==> config.mk <==
export PLATFORM = sky130hd
export DESIGN_NAME = chan_priority_arbiter_flat
export DESIGN_NICKNAME = d
export VERILOG_FILES = /design/src/rtl/chan_priority_arbiter_if.sv /design/src/rtl/chan_priority_arbiter.sv /design/src/flat_wrapper.sv
export SDC_FILE = /design/constraint.sdc
export NUM_CORES = 1
export LEC_CHECK = 0
export CAP_MARGIN = 20
export CORE_AREA = 10 10 56 58
export DETAILED_ROUTE_END_ITERATION = 7
export DIE_AREA = 0 0 66 68
export HOLD_SLACK_MARGIN = 0.08
export PLACE_DENSITY_LB_ADDON = 0.25
export SLEW_MARGIN = 20
export SYNTH_ARGS = -nofsm -noshare
export SYNTH_HDL_FRONTEND = slang
export SYNTH_SLANG_ARGS = --single-unit
==> constraint.sdc <==
create_clock -name clk -period 1.5 [get_ports clk]
set_input_delay 0.375 -clock clk [delete_from_list [all_inputs] [get_ports clk]]
set_output_delay 0.375 -clock clk [all_outputs]
set_load 0.01 [all_outputs]
==> src/rtl/chan_priority_arbiter_if.sv <==
// chan_priority_arbiter_if: request / grant bundle of the channel priority arbiter.
//   req       requester -> arbiter  per-channel request lines (bit 0 highest priority)
//   en_mask   requester -> arbiter  per-channel enable, 1 = may be granted
//   gnt_ready consumer  -> arbiter  grant accepted when high together with gnt_valid
//   gnt_valid arbiter   -> consumer gnt_chan holds a valid channel number
//   gnt_chan  arbiter   -> consumer granted channel number
//   pending   arbiter   -> observer raw (unmasked) pending register
//   any_pend  arbiter   -> observer some enabled channel is pending
// master = the side driving requests / ready, slave = the arbiter.
interface chan_priority_arbiter_if #(
    parameter int NUM_CHAN = 9,
    parameter int CHAN_W   = 4
);
    logic [NUM_CHAN-1:0] req;
    logic [NUM_CHAN-1:0] en_mask;
    logic                gnt_valid;
    logic                gnt_ready;
    logic [CHAN_W-1:0]   gnt_chan;
    logic [NUM_CHAN-1:0] pending;
    logic                any_pend;

    modport master (
        output req, en_mask, gnt_ready,
        input  gnt_valid, gnt_chan, pending, any_pend
    );

    modport slave (
        input  req, en_mask, gnt_ready,
        output gnt_valid, gnt_chan, pending, any_pend
    );
endinterface

==> src/rtl/chan_priority_arbiter.sv <==
// chan_priority_arbiter: captures per-channel requests into a pending register,
// picks the lowest-index enabled pending channel and offers it on a valid/ready
// grant port. The served pending bit is cleared on handshake.
//   clk  rising-edge clock
//   rst  asynchronous active-high reset
//   bus  chan_priority_arbiter_if.slave (req, en_mask, gnt_ready in;
//        gnt_valid, gnt_chan, pending, any_pend out)
// The interface instance must be built with the same NUM_CHAN / CHAN_W as this
// module, and 2**CHAN_W >= NUM_CHAN.

// One pending bit plus its request-history flop.
module chan_pend_cell #(
    parameter int EDGE_MODE = 0
) (
    input  logic clk,
    input  logic rst,
    input  logic req,
    input  logic clr,
    output logic pend
);
    logic req_q;
    logic set;

    // Edge mode only latches a 0->1 transition; level mode sets every cycle req is high.
    assign set = (EDGE_MODE != 0) ? (req & ~req_q) : req;

    always_ff @(posedge clk or posedge rst) begin
        if (rst) begin
            req_q <= 1'b0;
            pend  <= 1'b0;
        end else begin
            req_q <= req;
            // set has priority so a new event landing on the clearing edge is not lost
            pend  <= set | (pend & ~clr);
        end
    end
endmodule

module chan_priority_arbiter #(
    parameter int NUM_CHAN  = 9,
    parameter int CHAN_W    = 4,
    parameter int EDGE_MODE = 0
) (
    input  logic                    clk,
    input  logic                    rst,
    chan_priority_arbiter_if.slave  bus
);
    typedef enum logic {IDLE, GRANT} state_t;

    state_t              state;
    logic                gnt_valid;
    logic [CHAN_W-1:0]   gnt_chan;
    logic [NUM_CHAN-1:0] pend;
    logic [NUM_CHAN-1:0] clr;
    logic [NUM_CHAN-1:0] elig;
    logic [CHAN_W-1:0]   sel;
    logic                hs;

    assign hs   = gnt_valid & bus.gnt_ready;
    assign elig = pend & bus.en_mask;

    genvar i;
    generate
        for (i = 0; i < NUM_CHAN; i++) begin : g_chan
            assign clr[i] = hs & (gnt_chan == CHAN_W'(i));
            chan_pend_cell #(.EDGE_MODE(EDGE_MODE)) u_cell (
                .clk  (clk),
                .rst  (rst),
                .req  (bus.req[i]),
                .clr  (clr[i]),
                .pend (pend[i])
            );
        end
    endgenerate

    // Lowest set index wins: scan downward so the last hit is the smallest.
    always_comb begin
        sel = '0;
        for (int k = NUM_CHAN - 1; k >= 0; k--) begin
            if (elig[k]) sel = CHAN_W'(k);
        end
    end

    // Selection happens only in IDLE, so an accepted grant always leaves one idle
    // cycle and a grant in flight is never replaced by a higher-priority arrival.
    always_ff @(posedge clk or posedge rst) begin
        if (rst) begin
            state     <= IDLE;
            gnt_valid <= 1'b0;
            gnt_chan  <= '0;
        end else begin
            case (state)
                IDLE: begin
                    if (|elig) begin
                        gnt_chan  <= sel;
                        gnt_valid <= 1'b1;
                        state     <= GRANT;
                    end
                end
                GRANT: begin
                    if (bus.gnt_ready) begin
                        gnt_valid <= 1'b0;
                        state     <= IDLE;
                    end
                end
                default: begin
                    gnt_valid <= 1'b0;
                    state     <= IDLE;
                end
            endcase
        end
    end

    assign bus.gnt_valid = gnt_valid;
    assign bus.gnt_chan  = gnt_chan;
    assign bus.pending   = pend;
    assign bus.any_pend  = |elig;
endmodule

==> src/flat_wrapper.sv <==
// flat-port wrapper written by rule: the top's interface ports become plain ports
module chan_priority_arbiter_flat 
#(
    parameter int NUM_CHAN  = 9,
    parameter int CHAN_W    = 4,
    parameter int EDGE_MODE = 0
)
  (clk, rst, bus_req, bus_en_mask, bus_gnt_ready, bus_gnt_valid, bus_gnt_chan, bus_pending, bus_any_pend);
  chan_priority_arbiter_if #(.NUM_CHAN(NUM_CHAN), .CHAN_W(CHAN_W)) bus_i ();
  input  logic clk;
  input  logic rst;
  input wire logic [$bits(bus_i.req)-1:0] bus_req;
  input wire logic [$bits(bus_i.en_mask)-1:0] bus_en_mask;
  input wire logic [$bits(bus_i.gnt_ready)-1:0] bus_gnt_ready;
  output wire logic [$bits(bus_i.gnt_valid)-1:0] bus_gnt_valid;
  output wire logic [$bits(bus_i.gnt_chan)-1:0] bus_gnt_chan;
  output wire logic [$bits(bus_i.pending)-1:0] bus_pending;
  output wire logic [$bits(bus_i.any_pend)-1:0] bus_any_pend;
  assign bus_i.req = bus_req;
  assign bus_i.en_mask = bus_en_mask;
  assign bus_i.gnt_ready = bus_gnt_ready;
  assign bus_gnt_valid = bus_i.gnt_valid;
  assign bus_gnt_chan = bus_i.gnt_chan;
  assign bus_pending = bus_i.pending;
  assign bus_any_pend = bus_i.any_pend;
  chan_priority_arbiter #(.NUM_CHAN(NUM_CHAN), .CHAN_W(CHAN_W), .EDGE_MODE(EDGE_MODE)) u_core (.clk(clk), .rst(rst), .bus(bus_i));
endmodule
; ---- Word-level counts from Yosys, hierarchy flattened
; Index checks and enable logic that the tools add are counted.
[classes]
order_cmp = 0
muxes = 15
multipliers = 0
addsub = 0
eq_ne = 10
div_mod_pow = 0
n_reduce_logical = 4
n_shift = 0
bitwise = 39
[ops]
columns = cell, count
row1 = 4-bit 2-to-1 mux, 9
row2 = 1-bit bitwise AND, 19
row3 = "4-bit by 3-bit equality test with 1-bit output, second input constant", 4
row4 = 1-bit inverter, 10
row5 = 9-bit bitwise AND, 1
row6 = 1-bit bitwise OR, 9
row7 = 9-bit OR reduction, 1
row8 = "4-bit by 2-bit equality test with 1-bit output, second input constant", 2
row9 = "4-bit by 1-bit equality test with 1-bit output, second input constant", 1
row10 = "4-bit equality test, second input constant", 1
row11 = 4-bit logical NOT, 1
row12 = 1-bit 2-to-1 mux, 4
row13 = "2-bit inequality test, second input constant", 2
row14 = 1-bit one-hot mux with 2 select lines, 2
row15 = 2-bit AND reduction, 2
[totals]
register_bits = 15
romBits = 0
out_inout_bits = 15
in_bits = 21
mem_bits_rw = 0
latch_bits = 0
mem_count = 0

; ---- Logic depth before layout (Yosys ltp)
; Gate-level depths: netlist (run 1).
[logic_depth]
word_depth = 10
mapped_depth = 5

; ---- Cells and area by module
; A second synthesis (run 1) with hierarchy kept.
[unflattened]
cells_unflattened = 89
area_unflattened_um2 = 788.3
[by_module_without_submodules]
columns = mod, cells_per_inst, area_per_inst_um2, seq_area_each_um2, n_inst
row1 = chan_priority_arbiter, 53, 427.9, 150.1, 1
row2 = chan_pend_cell, 4, 40.0, 25.0, 9

; ---- Least setup slack after synthesis (run 1)
; No wires, ideal clock.
[synth_timing]
path_type = reg2reg
startpoint = register u_core.gnt_chan[2], in the netlist u_core.bus.gnt_chan[2]
endpoint = register u_core.g_chan[5].u_cell.pend
stages_incl_launch_ff = 5
n_path_buf = 0
arrival_ns = 1.385
setup_slack_ns = -0.003
required_time_ns = 1.382
cell_sequence = dfrtp_1 inv_1 or3_4 or3b_1 a21o_1
[synth_via]
elab_chain_len = 5
[synth_lines]
columns = element, line
row1 = from (decl), chan_priority_arbiter.sv:52  ; logic [CHAN_W-1:0] gnt_chan;
row2 = from (signal assigned), chan_priority_arbiter.sv:95  ; gnt_chan <= sel;
row3 = 4-bit by 3-bit equality test with 1-bit output, chan_priority_arbiter.sv:65  ; assign clr[i] = hs & (gnt_chan == CHAN_W'(i));
row4 = 1-bit bitwise AND, chan_priority_arbiter.sv:65
row5 = 1-bit inverter, chan_priority_arbiter.sv:34  ; pend <= set | (pend & ~clr);
row6 = 1-bit bitwise AND, chan_priority_arbiter.sv:34
row7 = 1-bit bitwise OR, chan_priority_arbiter.sv:34
row8 = to (signal assigned), chan_priority_arbiter.sv:34
row9 = to (decl), chan_priority_arbiter.sv:19  ; output logic pend
; No other way between the ends.
; A chain may end at the register's enable or synchronous reset.

; ---- Worst setup path after layout (run 1)
[layout_timing]
startpoint = register u_core.g_chan[4].u_cell.pend
endpoint = output port bus_any_pend
[layout_via]
elab_chain_len = 2
[layout_lines]
columns = element, line
row1 = from (decl), chan_priority_arbiter.sv:19
row2 = from (signal assigned), chan_priority_arbiter.sv:34
row3 = 9-bit bitwise AND, chan_priority_arbiter.sv:60  ; assign elig = pend & bus.en_mask;
row4 = 9-bit OR reduction, chan_priority_arbiter.sv:117  ; assign bus.any_pend = |elig;
row5 = to (decl), flat_wrapper.sv:18  ; output wire logic [$bits(bus_i.any_pend)-1:0] bus_any_pend;
; No other way between the ends.

==> results of run 1 <==
## report_power, final
part	leakage, µW	total [µW]	internal [µW]	switching, µW
Clock	0.0000150	245	104	142
Sequential	0.000154	455	432	22.3
Combinational	0.000470	320	183	137
Total	0.000640	1020	719	301
## synth_stat cells, types with 3 or more instances
master / number / share of area
nor2_1: 5 / 0.024
a22oi_1: 3 / 0.028
a21o_1: 7 / 0.066
buf_4: 9 / 0.085
nand3_1: 3 / 0.019
nand2_1: 12 / 0.056
nand2b_1: 3 / 0.024
dfrtp_1: 15 / 0.47
## flip-flops by register name, summed over array words and instances, names as in the netlist
register and count:
u_core.bus.gnt_valid 1, u_core.state 1, u_core.g_chan.u_cell.pend 9, u_core.bus.gnt_chan 4
## critical path, delay by kind of cell, from the launching register on
family / cells / cell delay [ns]
compound gates: 1 / 0.23
buf+inv: 1 / 0.12
flops: 1 / 0.40
simple gates: 3 / 0.36
## area by class of cell
| type | count | area [µm²] | share of cell area |
|---|---|---|---|
| repair buffers | 71 | 622 | 0.423 |
| clock buffers | 4 | 26.3 | 0.0179 |
| inverters | 2 | 7.51 | 0.00511 |
| well taps | 28 | 35.0 | 0.0239 |
| multi-input cells | 54 | 403 | 0.274 |
| flip-flops and latches | 15 | 375 | 0.256 |
## stage by stage
step | std cells | power [µW]
global route | 174 | 1080
CTS | 169 | 1010
detailed placement | 156 | 761
floorplan | 82 | 585
finish | 174 | 1020
global placement | 156 | 757
## worst paths after layout
path	start	endpoint	slack, ns
setup / recovery	u_core.g_chan[4].u_cell.pend$_DFF_PP0_	bus_any_pend	-0.27
hold / removal	rst	u_core.g_chan[8].u_cell.pend$_DFF_PP0_	0.38
setup reg to reg	u_core.g_chan[4].u_cell.pend$_DFF_PP0_	u_core.bus.gnt_chan[1]$_DFFE_PP0P_	-0.19
hold reg to reg	u_core.g_chan[8].u_cell.pend$_DFF_PP0_	u_core.g_chan[8].u_cell.pend$_DFF_PP0_	0.51
max in group asynchronous	rst	u_core.g_chan[7].u_cell.pend$_DFF_PP0_	0.95
min in group clk	bus_gnt_ready	u_core.state$_DFF_PP0_	0.49
## routing by layer
metal,global-route usage,up-vias,wire length [µm]
li1,-,412,-
met5,0,-,0
met1,0.127,399,1010
met2,0.204,26,1320
met4,0.0602,0,65
met3,0.0457,7,189
## cell families after synthesis
group	count (synthesis)
AND/OR/NAND/NOR	29
AO/OA/AOI/OAI	23
flip-flops	15
buffers and inverters	13
multiplexers	2
## repair_timing
action	CTS	global route
pin swaps	11	5
cloned	0	0
setup endpoints to repair	21	13
setup buffers	10	5
resized for setup	48	16
hold buffers	0	0
endpoints found under the hold margin	0	0
==> metrics.md, run 1 <==
| Metric | Value |
|---|---|
| CP Class | register to primary output |
| Syn_area_per_cell | 9.73 µm² |
| First-pass iteration count of the detailed router | 4 |
| Final core utilization | 0.698 |
| Max rail drop VDD | 0.561 mV |
| Slew Limit Fails | 0 |
| FF-to-FF path depth | 8 |
| Mux cell area share after synthesis | 0.0282 |
| Least-Margin Pin Slew | 0.342 ns |
| CTS tree | done |
| GR Overflow Total | 0 |
| Post-route antenna net violation count | 0 |
| Area after DPL | 1270 µm² |
| Max FO, Critical Path | 2 |
| Launching element type of the critical path | register |
| Status | complete, but fails checks |
| Filler cell count | 155 |
| Gr usage total | 0.119 |
| Setup TNS | -0.952 ns |
| Initial Utilization | 0.379 |
| XOR/XNOR share of the synthesized area | 0 |
| Netlist cell types | 25 |
| Root Driver | clkbuf_4 |
| WL final | between 2000 and 3000 µm |
| Clock sink count | 15 |
| Post-synthesis simple-gate area fraction | 0.183 |
| Violated checks | setup timing |
| Core area | 2110 µm² |
| RSZ-0062 raised after global routing | yes |
| Area Growth Syn to Fin | 84.0% |
| Maximum operating frequency | 565 MHz |
| Final Cycle Share | 1.18 |
| Post-route cell area | 1470 µm² |
| Largest stage delay, worst path | 0.40 ns |
| Max clock buf depth | 2 |
| Worst relative slew slack | 0.772 |
| Yosys warning total | 0 |
| DIE WIDTH | 66 µm |
| Largest net degree at the start of global routing | 16 |
| Leakage | 0.000640 µW |
| Avg WL per Cell | around 15 µm |
| Power Density | slightly below 700 nW/µm² |
| Ant diodes | 0 |
| Routability cong. | roughly 0.76 |
| Commonest non-fill, non-tap cell in the layout | buf_4 |
| Final hold viol count | 0 |
| Mapped Cells | just over 80 |
| Detailed router's first-iteration violation count | 29 |
| Post-synth EDFFs | 0 |
| Final Critical Period | between 1.5 and 2 ns |
| Worst path required time | approximately 1.1 ns |
| CTS Buf Count | 3 |
| Setup Skew | 0.00291 ns |
| Vias in the first global route | 917 |
| Via density | about 4.9 |
| Clock-pin transition on the worst setup and hold timing paths | ~0.090 ns |
| Pre-CTS setup slack | -0.766 ns |
| Die H | 68 µm |
| Most frequent cells in the layout | buf_4 (29), dfrtp_1 (15), dlygate4sd2_1 (13), clkdlybuf4s50_1 (11) |
| H-tree depth | 1 |
| Ys async rst share | 1.00 |
| First-pass GRT wire length | around 4200 µm |
| Synth Area in Compound Gates | 0.215 |
| Mapped Area | about 800 µm² |
| # rows | 17 |
| Post-route setup slack | -0.270 ns |
| Finish-stage setup viols | 6 |
| Worst EP arrival | 1.39 ns |
| Syn nets | 103 |
| Hold WC Path Type | input pin to asynchronous set/reset pin |
| Endpoint class of the critical path | primary output |
| Crit-path slowest cell | dfrtp_1 |
| CP Cell Sequence | a22oi_2 -> nand3_2 -> nor2_4 -> nand2_2 -> buf_6 |
| Nets | 168 |
| Clk Latency, worst-skew pair | 0.29 ns |
| #FFs+latches synth | 15 |
| Total number of vias | 844 |
| I/O pin cnt | 36 |
| Buffers on Ports | 35 |
| Post-synthesis adder-cell area fraction | 0 |
| Register area share after synthesis | 0.470 |
| Main flop type after synthesis | dfrtp_1 |
| Dpl hpwl | 1780 µm |
| DIE AREA | 4490 µm² |
| Fin Hold WS | 0.377 ns |
| Initial antenna violation count | 0 |
| Max-cap violation count | 0 |
| Drt drc | 0 |
| Layout cell share with drive strength beyond 1 | 0.397 |
| Largest family of logic cells by synthesized area | compound AO/OA/AOI/OAI gates |
No activity file was read; power rests on OpenSTA's default activity.
==> run 2, diff against run 1 <==
Settings changed: CAP_MARGIN 20 to not set.
Clock period 1.5 ns to 1.8 ns, I/O delays scaled along.
==> run 2 against run 1 <==
The flow still finishes with violations (setup timing); via count shrank 6.6%; worst hold slack gained 0.077 ns; register-to-register slack gained 0.44 ns; combinational power shrank 23%; final area shrank 7.2%; count of clock-buffer cells in the layout is the same; clock skew is essentially flat; cell count shrank 6.9%; die area is the same; sequential share of layout area grew 2.0 points; non-clock buffer count shrank 12; critical endpoint unchanged.
==> metrics.md, run 2 (synthesis results as in run 1) <==
| Metric | Value |
|---|---|
| Area after DPL | 1240 µm² (-2.4%) |
| Buffers on Ports | 35 (unchanged) |
| DIE AREA | 4490 µm² (unchanged) |
| Worst relative slew slack | 0.813 (+0.0414) |
| Gr usage total | 0.106 (-0.0134) |
| Logic pwr share | 0.299 (-0.015) |
| Crit-path slowest cell | dlygate4sd2_1 |
| Largest register FFs | 9 (unchanged) |
| # rows | 17 (unchanged) |
| Worst EP arrival | 1.36 ns (-0.03 ns) |
| Slew Limit Fails | 0 (unchanged) |
| Switching portion of total power | 0.278 (-0.0172) |
| CTS Buf Count | 3 (unchanged) |
| WL final | 2310 µm (-11%) |
| Max rail drop VDD | 0.411 mV (-27%) |
| Post-route setup slack | -0.0139 ns (+0.256 ns) |
| Violated checks | setup timing |
| Largest stage delay, worst path | 0.25 ns (-0.15 ns) |
| Nets | 156 (-7.1%) |
| Detailed router's first-iteration violation count | 26 (-10%) |
| P_sw | 228 µW (-24%) |
| Total number of vias | 788 (-6.6%) |
| Leakage | 0.000558 µW (-13%) |
| First-pass iteration count of the detailed router | 2 (-2) |
| First-pass GRT wire length | 3740 µm (-10%) |
| Max FO, Critical Path | 2 (unchanged) |
| Filler cell count | 181 (+17%) |
| Final Critical Period | ~1.8 ns |
| Worst path required time | 1.35 ns (+0.23 ns) |
| Post-route antenna net violation count | 0 (unchanged) |
| H-tree depth | 1 (unchanged) |
| Initial antenna violation count | 0 (unchanged) |
| Commonest non-fill, non-tap cell in the layout | buf_4 |
| Least-Margin Pin Slew | 0.280 ns (-0.0621 ns) |
| Maximum operating frequency | between 500 and 600 MHz |
| Drt drc | 0 (unchanged) |
| Status | complete, but fails checks |
| Layout cell share with drive strength beyond 1 | 0.306 (-0.0913) |
| Max-cap violation count | 0 (unchanged) |
| Clock-pin transition on the worst setup and hold timing paths | 0.08 ns (about the same) |
| Top flop regs | u_core.g_chan.u_cell.pend: 9 flops, u_core.bus.gnt_chan: 4 flops |
| Clk Latency, worst-skew pair | 0.29 ns (about the same) |
| Biggest register | u_core.g_chan.u_cell.pend |
| Root Driver | clkbuf_4 |
| Finish-stage setup viols | 1 (-5) |
| Power Density | 601 nW/µm² (-13%) |
| Clock sink count | 15 (unchanged) |
| Via density | 4.86 (+0.28%) |
| Post-route cell area | 1360 µm² (-7.2%) |
| Endpoint class of the critical path | primary output |
| Core area | 2110 µm² (unchanged) |
| # hold bufs at CTS | 0 (unchanged) |
| Setup TNS | -0.0139 ns (+0.938 ns) |
| CTS tree | done |
| Sequential power share | 0.464 (+0.018) |
| Final core utilization | 0.648 (-0.0499) |
| Total power | 819 µW (-20%) |
| Largest net degree at the start of global routing | 16 (unchanged) |
| RSZ-0062 raised after global routing | yes |
| CP Class | input pin to primary output |
| I/O pin cnt | 36 (unchanged) |
| Routability cong. | 0.790 (+4.2%) |
| GR Overflow Total | 0 (unchanged) |
| Area Growth Syn to Fin | 70.8% |
| Clock power frac | 0.237 (-0.004) |
| P_int | 592 µW (-18%) |
| Hold WC Path Type | input pin to asynchronous set/reset pin |
| DIE WIDTH | 66 µm (unchanged) |
| Setup Skew | 0.00261 ns (-0.000302 ns) |
| Final Cycle Share | 1.01 |
| Dpl hpwl | 1720 µm (-3.2%) |
| Ant diodes | 0 (unchanged) |
| Launching element type of the critical path | input pin |
| Initial Utilization | 0.379 (unchanged) |
| Worst path most repeated cell | nand2_2 |
| Avg WL per Cell | 14.3 µm (-4.1%) |
| Vias in the first global route | 848 (-7.5%) |
| Max clock buf depth | 2 (unchanged) |
| FF-to-FF path depth | 4 (-4) |
| Most frequent cells in the layout | buf_4 (24), clkdlybuf4s50_1 (19), dfrtp_1 (15), nand2_1 (8) |
| Final hold viol count | 0 (unchanged) |
| CP Cell Sequence | dlygate4sd2_1 -> a22oi_2 -> nand2_2 -> nor2_4 -> nand2_2 -> buf_6 |
| Die H | 68 µm (unchanged) |
| Pre-CTS setup slack | -0.668 ns (+0.0977 ns) |
==> run 2: changes by cell type in the layout (fill, tap and decap cells not counted), sizes merged <==
cell	previous run	this run
buf	37	25
clkdlybuf4s50	11	19
dlygate4sd2	13	6
dlymetal6s2s	0	7
clkdlybuf4s15	8	2
clkbuf	6	4
==> run 2: final timing paths <==
path | start | endpoint | slack (ns)
setup / recovery | bus_en_mask[2] | bus_any_pend | -0.01
hold / removal | rst | u_core.bus.gnt_valid$_DFFE_PP0P_ | 0.45
setup reg to reg | u_core.bus.gnt_chan[2]$_DFFE_PP0P_ | u_core.g_chan[5].u_cell.pend$_DFF_PP0_ | 0.25
hold reg to reg | u_core.g_chan[8].u_cell.pend$_DFF_PP0_ | u_core.g_chan[8].u_cell.pend$_DFF_PP0_ | 0.51
max in group asynchronous | rst | u_core.g_chan[2].u_cell.pend$_DFF_PP0_ | 1.17
min in group clk | u_core.g_chan[8].u_cell.pend$_DFF_PP0_ | u_core.g_chan[8].u_cell.pend$_DFF_PP0_ | 0.51
==> run 2: per-layer routing <==
layer | wire length, µm | track usage
met1 | 923 | 0.120
met2 | 1140 | 0.169
met3 | 181 | 0.0392
met4 | 67 | 0.0602
met5 | 0 | 0
==> run 2: layout make-up <==
class                      count  area [µm²]  area share
tap                           28        35.0      0.0257
clock buffer                   4        26.3      0.0193
timing repair buffer          59         542       0.397
inverter                       2        7.51     0.00550
multi-input combinational     54         378       0.277
sequential                    15         375       0.275
==> run 2: power by group through the flow <==
stage / Sequential, µW / Combinational (µW) / Clock, µW
floorplan: 392 / 95.1 / 0
global placement: 386 / 235 / 0
detailed placement: 386 / 238 / 0
CTS: 381 / 247 / 200
global route: 384 / 267 / 223
finish: 380 / 245 / 194
==> run 2: critical path: cells and delay by family <==
kind / cells / cell delay [ns]
AOI/OAI and AO/OA: 1 / 0.24
buffers and inverters: 2 / 0.37
and+or+nand+nor: 3 / 0.30
==> run 2: metrics by stage <==
| stage | cells | hold WS, ns |
|---|---|---|
| after global routing | 162 | 0.489 |
| after global placement | 152 | 0.489 |
| after floorplan | 82 | 0.351 |
| final | 162 | 0.453 |
| after CTS | 162 | 0.457 |
| after detailed placement | 152 | 0.491 |
==> run 2: what timing repair did <==
action	4_1_cts	5_1_grt
pin swaps	9	1
cloned	0	0
buffers inserted	6	0
gates resized for setup	23	9
setup endpoints to repair	3	8
==> run 3, diff against run 2 <==
Settings changed: SLEW_MARGIN 20 to 5.
==> results of run 3 <==
No change in the layout: final DEF, timing and power equal those of run 2.
